===== src/rtl/serial_rx_8_if.sv =====
// rtl/serial_rx_8_if.sv - serial line and received-byte signals for the 8N1 receiver
interface serial_rx_8_if;
    logic       rx;
    logic [7:0] data_out;
    logic       data_valid;
    logic       frame_err;
    logic       busy;

    modport master (
        output rx,
        input  data_out,
        input  data_valid,
        input  frame_err,
        input  busy
    );

    modport slave (
        input  rx,
        output data_out,
        output data_valid,
        output frame_err,
        output busy
    );
endinterface


===== src/rtl/serial_rx_8.sv =====
// rtl/serial_rx_8.sv - 8N1 serial receiver, LSB first, mid-bit sampling
module serial_rx_8 #(
    parameter int CLKS_PER_BIT = 16
) (
    input  logic          clk,
    input  logic          rst_n,
    serial_rx_8_if.slave  dif
);
    typedef enum logic [1:0] {IDLE, START, DATA, STOP} state_t;

    localparam int CW = $clog2(CLKS_PER_BIT);
    localparam logic [CW-1:0] CNT_LAST = CW'(CLKS_PER_BIT - 1);
    localparam logic [CW-1:0] CNT_HALF = CW'(CLKS_PER_BIT / 2 - 1);

    state_t        state_q;
    logic [CW-1:0] cnt_q;
    logic [2:0]    idx_q;
    logic [7:0]    shift_q;
    logic [7:0]    data_q;
    logic          valid_q;
    logic          ferr_q;
    logic          sync1_q;
    logic          rx_s_q;

    always_ff @(posedge clk) begin
        if (!rst_n) begin
            state_q <= IDLE;
            cnt_q   <= '0;
            idx_q   <= '0;
            shift_q <= '0;
            data_q  <= '0;
            valid_q <= 1'b0;
            ferr_q  <= 1'b0;
            sync1_q <= 1'b1;
            rx_s_q  <= 1'b1;
        end else begin
            sync1_q <= dif.rx;
            rx_s_q  <= sync1_q;
            valid_q <= 1'b0;
            ferr_q  <= 1'b0;
            case (state_q)
                IDLE: begin
                    cnt_q <= '0;
                    if (!rx_s_q) state_q <= START;
                end
                // Half a bit after the falling edge: still low means a real start bit.
                START: begin
                    if (cnt_q == CNT_HALF) begin
                        cnt_q   <= '0;
                        idx_q   <= '0;
                        state_q <= rx_s_q ? IDLE : DATA;
                    end else begin
                        cnt_q <= cnt_q + 1'b1;
                    end
                end
                DATA: begin
                    if (cnt_q == CNT_LAST) begin
                        cnt_q          <= '0;
                        shift_q[idx_q] <= rx_s_q;
                        if (idx_q == 3'd7) state_q <= STOP;
                        else               idx_q   <= idx_q + 3'd1;
                    end else begin
                        cnt_q <= cnt_q + 1'b1;
                    end
                end
                STOP: begin
                    if (cnt_q == CNT_LAST) begin
                        cnt_q   <= '0;
                        state_q <= IDLE;
                        if (rx_s_q) begin
                            data_q  <= shift_q;
                            valid_q <= 1'b1;
                        end else begin
                            ferr_q  <= 1'b1;
                        end
                    end else begin
                        cnt_q <= cnt_q + 1'b1;
                    end
                end
                default: state_q <= IDLE;
            endcase
        end
    end

    assign dif.data_out   = data_q;
    assign dif.data_valid = valid_q;
    assign dif.frame_err  = ferr_q;
    assign dif.busy       = (state_q != IDLE);
endmodule

===== src/flat_wrapper.sv =====
// flat-port wrapper written by rule: the top's interface ports become plain ports
module serial_rx_8_flat 
#(
    parameter int CLKS_PER_BIT = 16
)
  (clk, rst_n, dif_rx, dif_data_out, dif_data_valid, dif_frame_err, dif_busy);
  serial_rx_8_if dif_i ();
  input  logic clk;
  input  logic rst_n;
  input wire logic [$bits(dif_i.rx)-1:0] dif_rx;
  output wire logic [$bits(dif_i.data_out)-1:0] dif_data_out;
  output wire logic [$bits(dif_i.data_valid)-1:0] dif_data_valid;
  output wire logic [$bits(dif_i.frame_err)-1:0] dif_frame_err;
  output wire logic [$bits(dif_i.busy)-1:0] dif_busy;
  assign dif_i.rx = dif_rx;
  assign dif_data_out = dif_i.data_out;
  assign dif_data_valid = dif_i.data_valid;
  assign dif_frame_err = dif_i.frame_err;
  assign dif_busy = dif_i.busy;
  serial_rx_8 #(.CLKS_PER_BIT(CLKS_PER_BIT)) u_core (.clk(clk), .rst_n(rst_n), .dif(dif_i));
endmodule

===== config.mk =====
export PLATFORM = sky130hd
export DESIGN_NAME = serial_rx_8_flat
export DESIGN_NICKNAME = d
export VERILOG_FILES = /design/src/rtl/serial_rx_8_if.sv /design/src/rtl/serial_rx_8.sv /design/src/flat_wrapper.sv
export SDC_FILE = /design/constraint.sdc
export NUM_CORES = 1
export LEC_CHECK = 0
export CAP_MARGIN = 20
export CORE_ASPECT_RATIO = 0.6
export CORE_MARGIN = 1
export CORE_UTILIZATION = 40
export CTS_CLUSTER_SIZE = 24
export DETAILED_ROUTE_END_ITERATION = 6
export GPL_TIMING_DRIVEN = 0
export PLACE_DENSITY_LB_ADDON = 0.2
export REMOVE_ABC_BUFFERS = 1
export SLEW_MARGIN = 20
export SYNTH_ARGS = -nofsm -noshare
export SYNTH_HDL_FRONTEND = slang
export SYNTH_SLANG_ARGS = --single-unit

===== constraint.sdc =====
create_clock -name clk -period 3.6 [get_ports clk]
set_input_delay 0.72 -clock clk [delete_from_list [all_inputs] [get_ports clk]]
set_output_delay 0.72 -clock clk [all_outputs]
set_load 0.01 [all_outputs]

==> impl_metrics.env, run 1 <==
export IMPL_status="finished clean"
export IMPL_dr_pass1_iters=4
export IMPL_clkTransAtPathRegs_ps=60
export IMPL_ys_warn_count=0
export IMPL_cts_root_buf="clkbuf_8"
export IMPL_gr_usage_all_layers_pct=18.0
export IMPL_synth_top_cell_area_share_pct=45.2
export IMPL_finalSetupTns_ps=0
export IMPL_p_per_area_nw_per_um2=427
export IMPL_antenna_found_initial=0
export IMPL_grt_max_degree=21
export IMPL_criticalPathCategory="flip-flop to primary output"
export IMPL_routed_wl_microns=2590
export IMPL_final_period_utilization_pct=65.1
export IMPL_max_freq_mhz=427
export IMPL_syn_inst=136
export IMPL_grt_pass1_vias=951
export IMPL_grt_overflow=0
export IMPL_cts_buffer_depth=2
export IMPL_p_sw_mw=0.135
export IMPL_cell_internal_pwr_mw=0.502
export IMPL_crit_required_ps=2880
export IMPL_antenna_cells=0
export IMPL_maxSlewViolCount=0
export IMPL_synth_distinct_cells=39
export IMPL_drive_gt1_share_pct=8.33
export IMPL_drt_iter0_drc=61
export IMPL_power_frac_comb_pct=2.6
export IMPL_core_sq_um=2970
export IMPL_ir_worst_vdd_mv=0.212
export IMPL_antenna_left=0
export IMPL_fp_dieArea_sq_um=3450
export IMPL_yosysSeqAreaShare_pct=45.2
export IMPL_hold_viol=0
export IMPL_synthArstFlopShare_pct=0
export IMPL_placed_cells=178
export IMPL_start_util_pct=43.3
export IMPL_drc=0
export IMPL_die_w_microns=75.1
export IMPL_dp_worst_setup_slack_ps=1130
export IMPL_whs_ps=418
export IMPL_vias_per_cell=5.59
export IMPL_worst_slack_ps=1260
export IMPL_cts_buffers=5
export IMPL_ctsHtreeMaxLevel=2
export IMPL_worstPathArrival_ps=1620
export IMPL_numClockSinks=29
export IMPL_vias=1040
export IMPL_synth_ff_latch_count=29
export IMPL_place_hpwl_microns=1790
export IMPL_grt_pass1_wl_microns=4430
export IMPL_fin_total_pwr_mw=0.637
export IMPL_pin_count=14
export IMPL_ctsResizeCount=0
export IMPL_seqPwrFrac_pct=51.2
export IMPL_maxCapViolations=0
export IMPL_min_path_type="flip-flop to flip-flop"
export IMPL_synth_edf_count=0
export IMPL_final_cells=186
export IMPL_portBuffers=13
export IMPL_crit_path_end_kind="primary output"
export IMPL_synth_flop_cell="dfxtp_1"
export IMPL_leakage_nw=0.515
export IMPL_syn_cell_area_sq_um=1280
export IMPL_max_slew_margin_pct=57.1
export IMPL_fin_skew_ps=8.08
export IMPL_setup_violations=0
export IMPL_post_cts_buffers=0
export IMPL_cts_tree="yes"
export IMPL_startpoint_type="flip-flop"
export IMPL_avgSynthCellArea_sq_um=9.44
export IMPL_p_clk_share_pct=46.3
export IMPL_tightest_slew_ps=641
export IMPL_insertion_delay_ps=280
export IMPL_gp_congestion=0.744
export IMPL_path_max_fanout=15
export IMPL_rows=15
export IMPL_finalCriticalPeriod_ps=2340
export IMPL_synth_area_leader_cell="dfxtp_1"
export IMPL_rsz0062_at_grt="false"
export IMPL_switching_share_pct=21.2
export IMPL_syn2layout_area_growth_pct=16.1
export IMPL_die_h_microns=45.9
export IMPL_fin_nets=149
export IMPL_ctsHoldBuffers=0
export IMPL_synth_area_leaders="dfxtp_1, nand3_1, mux2i_1"
export IMPL_avgRoutedWirePerCell_microns=13.9
-- stage by stage --
stage	area (sq um)	utilization, %
after floorplan	1210	-
after global placement	1390	46.8
after detailed placement	1390	46.8
after CTS	1490	50.3
after global routing	1490	50.3
final	1490	50.3
-- final cells by class --
type | count | area (sq um)
multi-input combinational | 93 | 622
clock buffer | 7 | 96.3
timing repair buffer | 13 | 130
tap | 42 | 52.6
inverter | 1 | 3.75
clock inverter | 1 | 5.00
fill | 288 | 1480
sequential | 29 | 581
-- final timing paths --
path / startpoint / endpoint / slack, ps / cells past startpoint
max reg2reg: u_core.cnt_q[0] / u_core.shift_q[4] / 1780 / 4
max: flip-flop / dif_busy / 1260 / 2
min: u_core.sync1_q / u_core.rx_s_q / 420 / 1
min reg2reg: u_core.sync1_q / u_core.rx_s_q / 420 / 1
-- sequential cells by signal (all words and copies together), names as in the netlist, named ones only --
register               count
u_core.dif.data_out        8
u_core.shift_q             8
u_core.cnt_q               4
u_core.idx_q               3
u_core.dif.data_valid      1
u_core.dif.frame_err       1
u_core.rx_s_q              1
u_core.state_q             1
u_core.sync1_q             1
-- per-layer routing --
| layer | vias to the layer above | global-route usage, % | part of all wire [%] |
|---|---|---|---|
| met2 | 20 | 25.9 | 39 |
| met4 | 0 | 6.67 | 1.6 |
| met3 | 7 | 5.97 | 6.9 |
| li1 | 524 | - | - |
| met1 | 489 | 25.1 | 52 |
| met5 | - | 0 | 0 |
-- cells in the final DEF (no fill, tap or decap), types with 2 or more instances in the layout --
master / instances
nand2_1: 8
nand3_1: 14
xor2_1: 2
nor4_1: 3
clkdlybuf4s50_1: 13
nand2b_1: 2
o21ai_0: 8
o311ai_0: 2
a21oi_1: 9
ha_1: 3
and3_1: 3
o211ai_1: 4
dfxtp_1: 29
nor3_1: 3
nor2_1: 2
o31ai_1: 4
o41ai_1: 2
clkbuf_8: 7
nand4b_1: 2
nor2b_1: 2
nand3b_1: 2
mux2i_1: 5
-- cell families (layout without fill, tap and decap cells) --
logic type                 Yosys count  count (layout)  share of synthesized area [%]
and+or+nand+nor                     49              49                           23.0
buffers and inverters               14              22                           6.33
xor gates and xnor gates             2               2                           1.36
muxes                                5               5                           3.90
AOI/OAI and AO/OA                   34              34                           17.3
adders and majority gates            3               3                           2.92
DFF                                 29              29                           45.2
-- worst max-delay path: stages, from the launching register on --
cell	delay, ps
dfxtp_1	600
or2_2	210
clkdlybuf4s50_1	540
-- power by group through the flow --
stage                     sequential, mW  clock [mW]  combinational, mW
after floorplan                    0.332           0            0.00851
after global placement             0.333           0             0.0162
after detailed placement           0.333           0             0.0165
after CTS                          0.326       0.297             0.0164
after global routing               0.326       0.312             0.0180
final                              0.326       0.295             0.0165
-- synthesized netlist by cell type, drive strengths merged (2+ instances only) --
master and n:
o41ai 2, o311ai 2, clkbuf 6, o21ai 8, nor2 2, nor4 3, mux2i 5, nand3b 2
nor3 3, o211ai 4, dfxtp 29, nand4b 2, nand2 8, buf 7, a21oi 9, nand3 15
and3 4, xor2 2, nand2b 2, o31ai 4, nor2b 2, ha 3
Power figures use the tool's default switching activity.
==> inputs of run 2 (changes only) <==
==> constraint.sdc (replaced) <==
create_clock -name clk -period 2.1 [get_ports clk]
set_input_delay 0.42 -clock clk [delete_from_list [all_inputs] [get_ports clk]]
set_output_delay 0.42 -clock clk [all_outputs]
set_load 0.01 [all_outputs]
==> run 2 against run 1 <==
Against the previous run: critical path type unchanged; non-clock buffer count unchanged; clock power up 71%; clock-buffer cell count unchanged; sequential power up 71%; global-route usage unchanged; flip-flop and latch count unchanged; first-iteration DRC count down 3.3%.
==> impl_metrics.env, run 2 (synthesis results as in run 1) <==
export IMPL_crit_path_end_kind="primary output"
export IMPL_final_util_pct=50.3
export IMPL_fin_skew_ps=8.61
export IMPL_crit_start="u_core.state_q[0]"
export IMPL_cts_root_buf="clkbuf_8"
export IMPL_fin_nets=149
export IMPL_antenna_found_initial=0
export IMPL_cts_tree="yes"
export IMPL_slowest_delay_ps=540
export IMPL_dp_worst_setup_slack_ps=-65.5
export IMPL_startpoint_type="flip-flop"
export IMPL_finalCriticalPeriod_ps=1960
export IMPL_die_w_microns=75.1
export IMPL_cts_buffer_depth=2
export IMPL_maxSlewViolCount=0
export IMPL_worstPathArrival_ps=1540
export IMPL_cts_buffers=5
export IMPL_timing_critical_path_buf_inv=1
export IMPL_criticalPathCategory="flip-flop to primary output"
export IMPL_min_path_type="flip-flop to flip-flop"
export IMPL_worst_slack_ps=143
export IMPL_antenna_left=0
export IMPL_whs_ps=416
export IMPL_grt_pass1_vias=951
export IMPL_routed_wl_microns=2600
export IMPL_clkTransAtPathRegs_ps=60
export IMPL_rrSetupSlack_ps=280
export IMPL_fp_dieArea_sq_um=3450
export IMPL_vias_per_cell=5.58
export IMPL_cp_slowest_cell="clkdlybuf4s50_1"
export IMPL_max_slew_margin_pct=56.1
export IMPL_worstSetupEndpoint="dif_busy"
export IMPL_start_util_pct=43.3
export IMPL_rows=15
export IMPL_grt_max_degree=21
export IMPL_die_h_microns=45.9
export IMPL_syn2layout_area_growth_pct=16.2
export IMPL_whs_path_depth=1
export IMPL_crit_chain="or2_2 -> clkdlybuf4s50_1"
export IMPL_crit_required_ps=1680
export IMPL_core_sq_um=2970
export IMPL_setup_violations=0
export IMPL_r2r_cells=4
export IMPL_gr_usage_all_layers_pct=18.0
export IMPL_drive_gt1_share_pct=9.03
export IMPL_avgRoutedWirePerCell_microns=14.0
export IMPL_ctsHtreeMaxLevel=2
export IMPL_pin_count=14
export IMPL_place_hpwl_microns=1790
export IMPL_dr_pass1_iters=4
export IMPL_grt_pass1_wl_microns=4430
export IMPL_vias=1037
export IMPL_antenna_cells=0
export IMPL_ctsHoldBuffers=0
export IMPL_insertion_delay_ps=280
export IMPL_r2r_end="u_core.shift_q[4]"
export IMPL_rsz0062_at_grt="false"
export IMPL_drc=0
export IMPL_leakage_nw=0.516
export IMPL_ir_worst_vdd_mv=0.363
export IMPL_portBuffers=13
export IMPL_p_per_area_nw_per_um2=732
export IMPL_maxCapViolations=0
export IMPL_fin_area_sq_um=1490
export IMPL_nFillCells=287
export IMPL_grt_overflow=0
export IMPL_path_max_fanout=13
export IMPL_numClockSinks=29
export IMPL_cp_top_family="buffers and inverters"
export IMPL_tightest_slew_ps=657
export IMPL_layout_commonest_cell="dfxtp_1"
export IMPL_final_period_utilization_pct=93.2
export IMPL_dpl_instance_area_sq_um=1390
export IMPL_gp_congestion=0.744
export IMPL_hold_viol=0
export IMPL_worstReg2RegStart="u_core.cnt_q[0]"
export IMPL_cp_num_cells=2
export IMPL_drt_iter0_drc=59
export IMPL_status="finished clean"
export IMPL_max_freq_mhz=511
export IMPL_final_cell_mix="dfxtp_1, nand3_1, clkdlybuf4s50_1"
==> run 2: cell counts in the layout (fill, tap and decap cells not counted) <==
No cell type changed its count.
==> run 2: how the worst min path moves through the flow <==
stage	start	endpoint
floorplan	u_core.sync1_q	u_core.rx_s_q
global placement	u_core.sync1_q	u_core.rx_s_q
detailed placement	u_core.sync1_q	u_core.rx_s_q
CTS	u_core.sync1_q	u_core.rx_s_q
global route	u_core.sync1_q	u_core.rx_s_q
finish	u_core.sync1_q	u_core.rx_s_q
==> run 2: power breakdown <==
group / total [mW] / switching, mW / internal, mW / leakage, nW
Combinational: 0.0283 / 0.0167 / 0.0116 / 0.227
Clock: 0.505 / 0.210 / 0.296 / 0.0542
Sequential: 0.559 / 0.00504 / 0.554 / 0.235
Total: 1.09 / 0.231 / 0.861 / 0.516
==> run 2: cell type report <==
type	count	area [sq um]	share of cell area [%]
flip-flops and latches	29	582	39.0
repair buffers	13	130	8.72
clock buffers	7	96.3	6.46
well taps	42	52.6	3.52
clock inverters	1	5.00	0.336
inverters	1	3.75	0.252
multi-input cells	93	622	41.7
==> run 2: per-stage QoR <==
step | std cells | total power, mW | setup TNS, ps
6_report | 186 | 1.09 | 0
4_1_cts | 186 | 1.10 | 0
3_3_place_gp | 178 | 0.598 | -53.2
5_1_grt | 186 | 1.13 | 0
2_1_floorplan | 123 | 0.584 | 0
3_5_place_dp | 178 | 0.599 | -74.3
==> run 2: repair_timing <==
action,CTS,global route
setup endpoints to repair,0,1
gates resized for setup,0,1
buffers inserted,0,0
==> run 2: per-layer routing <==
| layer | vias to the layer above | track usage, % | part of all wire, % |
|---|---|---|---|
| li1 | 525 | - | - |
| met1 | 478 | 25.1 | 53 |
| met2 | 27 | 25.9 | 39 |
| met3 | 7 | 5.97 | 6.5 |
| met4 | 0 | 6.67 | 1.6 |
| met5 | - | 0 | 0 |
==> run 2: worst reg2reg max path: stages, from the launching register on <==
cell,delay (ps)
dfxtp_1,360
ha_1,380
nand4bb_1,350
o311ai_0,450
o41ai_1,140
